File: config.mk
export PLATFORM = sky130hd
export DESIGN_NAME = mod_updown_counter
export DESIGN_NICKNAME = d
export VERILOG_FILES = /design/src/rtl/counter_pkg.sv /design/src/rtl/mod_step_alu.sv /design/src/rtl/mod_updown_counter.sv
export SDC_FILE = /design/constraint.sdc
export NUM_CORES = 1
export LEC_CHECK = 0
export CAP_MARGIN = 20
export CORE_MARGIN = 1
export CORE_UTILIZATION = 52
export DETAILED_ROUTE_END_ITERATION = 8
export PLACE_DENSITY = 0.83
export SYNTH_ARGS = -nofsm -noshare
export SYNTH_HDL_FRONTEND = slang
export SYNTH_SLANG_ARGS = --single-unit
File: constraint.sdc
create_clock -name clk -period 5.5 [get_ports clk]
set_input_delay 0.825 -clock clk [delete_from_list [all_inputs] [get_ports clk]]
set_output_delay 0.825 -clock clk [all_outputs]
set_load 0.01 [all_outputs]
File: src/rtl/counter_pkg.sv
// rtl/counter_pkg.sv - shared types and helpers for the counter library
package counter_pkg;

    typedef enum logic {
        CNT_WRAP = 1'b0,
        CNT_SAT  = 1'b1
    } cnt_mode_e;

    // Bits needed to hold m distinct values (0..m-1); used to validate MODULUS against WIDTH.
    function automatic int clog2_mod(input int m);
        int r;
        longint v;
        r = 0;
        v = 1;
        while (v < longint'(m)) begin
            v = v * 2;
            r = r + 1;
        end
        return r;
    endfunction

endpackage

File: src/rtl/mod_step_alu.sv
// rtl/mod_step_alu.sv - next-count arithmetic for the modulo up/down counter
module mod_step_alu
    import counter_pkg::*;
#(
    parameter int        WIDTH   = 4,
    parameter int        MODULUS = 6,
    parameter cnt_mode_e MODE    = CNT_WRAP
) (
    input  logic [WIDTH-1:0] count,
    input  logic [WIDTH-1:0] s,
    input  logic             updown,
    output logic [WIDTH-1:0] next_count,
    output logic             bound_hit
);

    // One extra bit so MODULUS = 2**WIDTH and count+s never overflow.
    localparam logic [WIDTH:0]   MOD_W = (WIDTH+1)'(MODULUS);
    localparam logic [WIDTH:0]   MAX_W = (WIDTH+1)'(MODULUS - 1);
    localparam logic [WIDTH-1:0] MAX_N = WIDTH'(MODULUS - 1);

    logic [WIDTH:0]   cnt_w;
    logic [WIDTH:0]   s_w;
    logic [WIDTH:0]   sum_w;
    logic [WIDTH-1:0] sum_n;
    logic [WIDTH-1:0] diff_n;
    logic [WIDTH-1:0] wrap_up_n;
    logic [WIDTH-1:0] wrap_dn_n;

    assign cnt_w     = {1'b0, count};
    assign s_w       = {1'b0, s};
    assign sum_w     = cnt_w + s_w;
    assign sum_n     = WIDTH'(sum_w);
    assign diff_n    = WIDTH'(cnt_w - s_w);
    assign wrap_up_n = WIDTH'(sum_w - MOD_W);
    assign wrap_dn_n = WIDTH'(cnt_w + MOD_W - s_w);

    always_comb begin
        next_count = count;
        bound_hit  = 1'b0;
        if (updown) begin
            if (sum_w <= MAX_W) begin
                next_count = sum_n;
            end else begin
                bound_hit  = 1'b1;
                next_count = (MODE == CNT_WRAP) ? wrap_up_n : MAX_N;
            end
        end else begin
            if (cnt_w >= s_w) begin
                next_count = diff_n;
            end else begin
                bound_hit  = 1'b1;
                next_count = (MODE == CNT_WRAP) ? wrap_dn_n : '0;
            end
        end
    end

endmodule

File: src/rtl/mod_updown_counter.sv
// rtl/mod_updown_counter.sv - parametrised modulo up/down counter with load, enable and terminal-count flag
module mod_updown_counter
    import counter_pkg::*;
#(
    parameter int        WIDTH   = 4,
    parameter int        MODULUS = 6,
    parameter cnt_mode_e MODE    = CNT_WRAP
) (
    input  logic             clk,
    input  logic             rst_n,
    input  logic             en,
    input  logic             load,
    input  logic [WIDTH-1:0] load_val,
    input  logic             updown,
    input  logic [WIDTH-1:0] step,
    output logic [WIDTH-1:0] count,
    output logic             tc,
    output logic             at_max,
    output logic             at_min
);

    localparam logic [WIDTH:0]   MOD_W = (WIDTH+1)'(MODULUS);
    localparam logic [WIDTH:0]   MAX_W = (WIDTH+1)'(MODULUS - 1);
    localparam logic [WIDTH-1:0] MAX_N = WIDTH'(MODULUS - 1);

    generate
        if (MODULUS < 2 || clog2_mod(MODULUS) > WIDTH) begin : g_bad_modulus
            $error("mod_updown_counter: MODULUS %0d outside 2..2**%0d", MODULUS, WIDTH);
        end
    endgenerate

    logic [WIDTH-1:0] s_eff;
    logic [WIDTH-1:0] load_clamped;
    logic [WIDTH-1:0] alu_next;
    logic             alu_bound;
    logic [WIDTH-1:0] count_d;
    logic             tc_d;

    // Oversized steps and load values are clamped so count stays inside 0..MODULUS-1.
    assign s_eff        = ({1'b0, step} >= MOD_W) ? MAX_N : step;
    assign load_clamped = ({1'b0, load_val} > MAX_W) ? MAX_N : load_val;

    mod_step_alu #(
        .WIDTH   (WIDTH),
        .MODULUS (MODULUS),
        .MODE    (MODE)
    ) u_alu (
        .count      (count),
        .s          (s_eff),
        .updown     (updown),
        .next_count (alu_next),
        .bound_hit  (alu_bound)
    );

    always_comb begin
        count_d = count;
        tc_d    = 1'b0;
        if (load) begin
            count_d = load_clamped;
        end else if (en) begin
            count_d = alu_next;
            tc_d    = alu_bound;
        end
    end

    always_ff @(posedge clk or negedge rst_n) begin
        if (!rst_n) begin
            count <= '0;
            tc    <= 1'b0;
        end else begin
            count <= count_d;
            tc    <= tc_d;
        end
    end

    assign at_max = (count == MAX_N);
    assign at_min = (count == '0);

    always_ff @(posedge clk) begin
        if (rst_n && en && !load) begin
            assert ({1'b0, step} < MOD_W)
            else $warning("mod_updown_counter: step %0d above MODULUS-1, clamped to %0d", step, MAX_N);
        end
    end

endmodule

==> results by group <==
Die
  – Die X: 41.91 um
  – IO Count: 20
  – Site row count: 14
  – Initial Util: 55.63%
  – CORE AREA: 1489 um2
  – Die Y: 41.91 um
  – Die Area: 1756 um2

Critical path
  – Crit end category: register
  – Critical path launch point type: input pin
  – Crit path kind: in2reg
  – Crit path required time: 5.61 ns
  – Critical Path AT: 3.47 ns
  – Crit path max fanout: 4

Routing
  – Residual DRC: 0
  – Drt wl/cell: 14.32 um
  – DRT Pass-1 Iters: 5
  – DRT antenna net count: 0
  – Total wire length: 1947 um
  – DR iter-0 viols: 31
  – Vias/cell: 6.088
  – Via Count: 828

Logic synthesis
  – Seq/Total Area, Yosys: 15.11%
  – Yosys warnings: 0
  – Mapped Cells: 100
  – Synth area leaders: ha_1, dfrtp_1, fa_1
  – Synth cell types: 40
  – Mapped Area: 828.3 um2
  – Seq cells post-synth: 5
  – Mean Syn Cell Area: 8.283 um2
  – Mapped Nets: 127
  – Share of the synthesized area in the top cell type: 16.62%
  – Synth area leader: ha_1

Cells and area
  – Non-Filler Instances: 136
  – Layout cell share with drive strength beyond 1: 5.000%
  – Diode count: 0
  – Net count, final: 148
  – Area growth from synthesis to layout: 25.98%

Timing
  – Final Hold Vio Count: 0
  – Final setup violation count: 0
  – Final Cycle Share: 61.09%
  – Max-slew violation count: 0
  – Min Clock Period, post-route: 3.360 ns
  – Unrepaired setup endpoints after global routing: no
  – Clock Skews: 0.002176 ns
  – Setup_tns: 0 ns
  – Max Clk Rate: 0.2976 GHz

Clock network
  – Post-CTS sizing: 0
  – H-tree Lvls: 1
  – Root Buffer: clkbuf_4
  – CTS Buf Count: 3
  – Worst-path clk slew: 0.04 ns
  – Clk buf depth: 2
  – CTS tree: yes
  – Postcts setup bufs: 0
  – Hold_buf cts: 0
  – Clock sinks: 5
  – Clk_lat worst skew: 0.24 ns

Global routing
  – Largest net degree at the start of global routing: 12
  – Total grt overflow: 0
  – GR Util All Layers: 22.62%
  – Busiest grt layer: met2
  – Met3 Track Usage GR: 1.739%
  – M1 GR Usage: 29.23%
  – Antenna violations before repair: 0
  – Vias in the first global route: 723
  – GR Util met2: 39.38%
  – First-pass GRT wire length: 3056 um

Placement
  – Placer Congestion: 0.8378
  – Placed cell count: 132
  – Post-detail-place hpwl: 1594 um
  – Port bufs: 19

Power and ir drop
  – Pwr dens: 237.5 nW/um2
  – Static leakage: 0.4595 nW
  – VDD IR max: 0.1343 mV

Flow run
  – Max-Cap Viols: 0

Outcome
  – Outcome: finished clean

Min path
  – HP Class: reg2reg
## kinds of logic (layout without fill, tap and decap cells)
logic type      Yosys count  after routing  share of synthesized area [%]
buf+inv                  17             37                          8.912
compound gates           28             28                          25.08
other cells               2              2                         0.9067
mux                       3              3                          3.626
fa+ha+maj                14             14                          23.87
simple gates             26             26                          17.22
flops                     5              5                          15.11
xor+xnor                  5              5                          5.287
## power by group
group	switching (W)	leakage [nW]	internal [W]
combinational	0.0000828	0.383	0.0000726
sequential	0.00000906	0.0611	0.0000419
clock	0.0000141	0.0150	0.0000274
## metal layers
layer	up-vias	part of all wire, %	routed length, um
met2	34	51	989
met4	0	0.46	9
met3	4	4.4	85
met1	390	44	863
li1	400	-	-
met5	-	0	0
## layout make-up
cell class | instances | area, um2
multi-input cells | 78 | 629.4
fillers | 120 | 445.4
repair buffers | 19 | 190.2
flip-flops and latches | 5 | 125.1
inverters | 14 | 52.55
clock buffers | 4 | 26.28
well taps | 16 | 20.02
## synthesized netlist by cell type
| cell type | n |
|---|---|
| and3_4 | 1 |
| dfrtp_1 | 5 |
| a21oi_1 | 2 |
| nor3b_1 | 1 |
| nor2_1 | 4 |
| a31oi_1 | 3 |
| conb_1 | 2 |
| a211oi_1 | 1 |
| a221oi_1 | 1 |
| o31ai_2 | 1 |
| nand2b_1 | 1 |
| nor4_1 | 2 |
| or3b_1 | 1 |
| xnor2_1 | 1 |
| o21ai_0 | 7 |
| o22a_1 | 1 |
| o41ai_1 | 2 |
| a21boi_0 | 1 |
| mux2i_1 | 3 |
| nand4_1 | 1 |
| xor2_1 | 4 |
| or4_1 | 1 |
| o2111ai_1 | 1 |
| o211ai_1 | 2 |
| o31ai_1 | 1 |
| o221ai_1 | 1 |
| or3_1 | 2 |
| buf_2 | 2 |
| ha_1 | 11 |
| nor2b_1 | 2 |
| a211o_1 | 1 |
| buf_6 | 1 |
| nand3_1 | 1 |
| o32ai_1 | 1 |
| a41oi_1 | 1 |
| fa_1 | 3 |
| a2111oi_2 | 1 |
| inv_1 | 14 |
| nand2_1 | 8 |
| nand3b_1 | 1 |
## cell usage in the layout, fill, tap and decap left out, types with 4 or more instances in the layout
cell              n
clkdlybuf4s50_1  19
inv_1            14
ha_1             11
nand2_1           8
o21ai_0           7
dfrtp_1           5
nor2_1            4
xor2_1            4
## critical path, stage by stage
cell and delay, ns:
clkdlybuf4s50_1 0.42, nor2_1 0.18, nand2_1 0.10, inv_1 0.16, ha_1 0.29, inv_1 0.09
ha_1 0.14, inv_1 0.04, fa_1 0.36, xor2_1 0.17, or3_1 0.32, a41oi_1 0.25
o31ai_2 0.11
## metrics by stage
step                      area [um2]  hold WS, ns  worst slack (ns)  util, %  total power, W
after floorplan                828.3       0.5294             2.538        -       0.0001585
after global placement          1017       0.6993             2.005    68.32       0.0001990
after detailed placement        1017       0.7035             1.897    68.32       0.0002044
after CTS                       1044       0.7105             2.140    70.08       0.0002464
after global routing            1044       0.7238             1.957    70.08       0.0002652
final                           1044       0.7147             2.140    70.08       0.0002478
## worst paths after layout
| path | start | end | slack (ns) | cells after the start |
|---|---|---|---|---|
| min | count[3] | count[3] | 0.71 | 2 |
| max in group asynchronous | rst_n | count[3] | 4.51 | 1 |
| min reg2reg | count[3] | count[3] | 0.71 | 2 |
| max reg2reg | count[1] | count[3] | 2.86 | 10 |
| min in group asynchronous | rst_n | count[2] | 0.80 | 1 |
| max | step[2] | count[3] | 2.14 | 13 |
## sequential cells by signal (all words and copies together), names as in the netlist
| name | cells |
|---|---|
| count | 4 |
| tc | 1 |
Note: power is estimated with default switching activity, not from simulation.
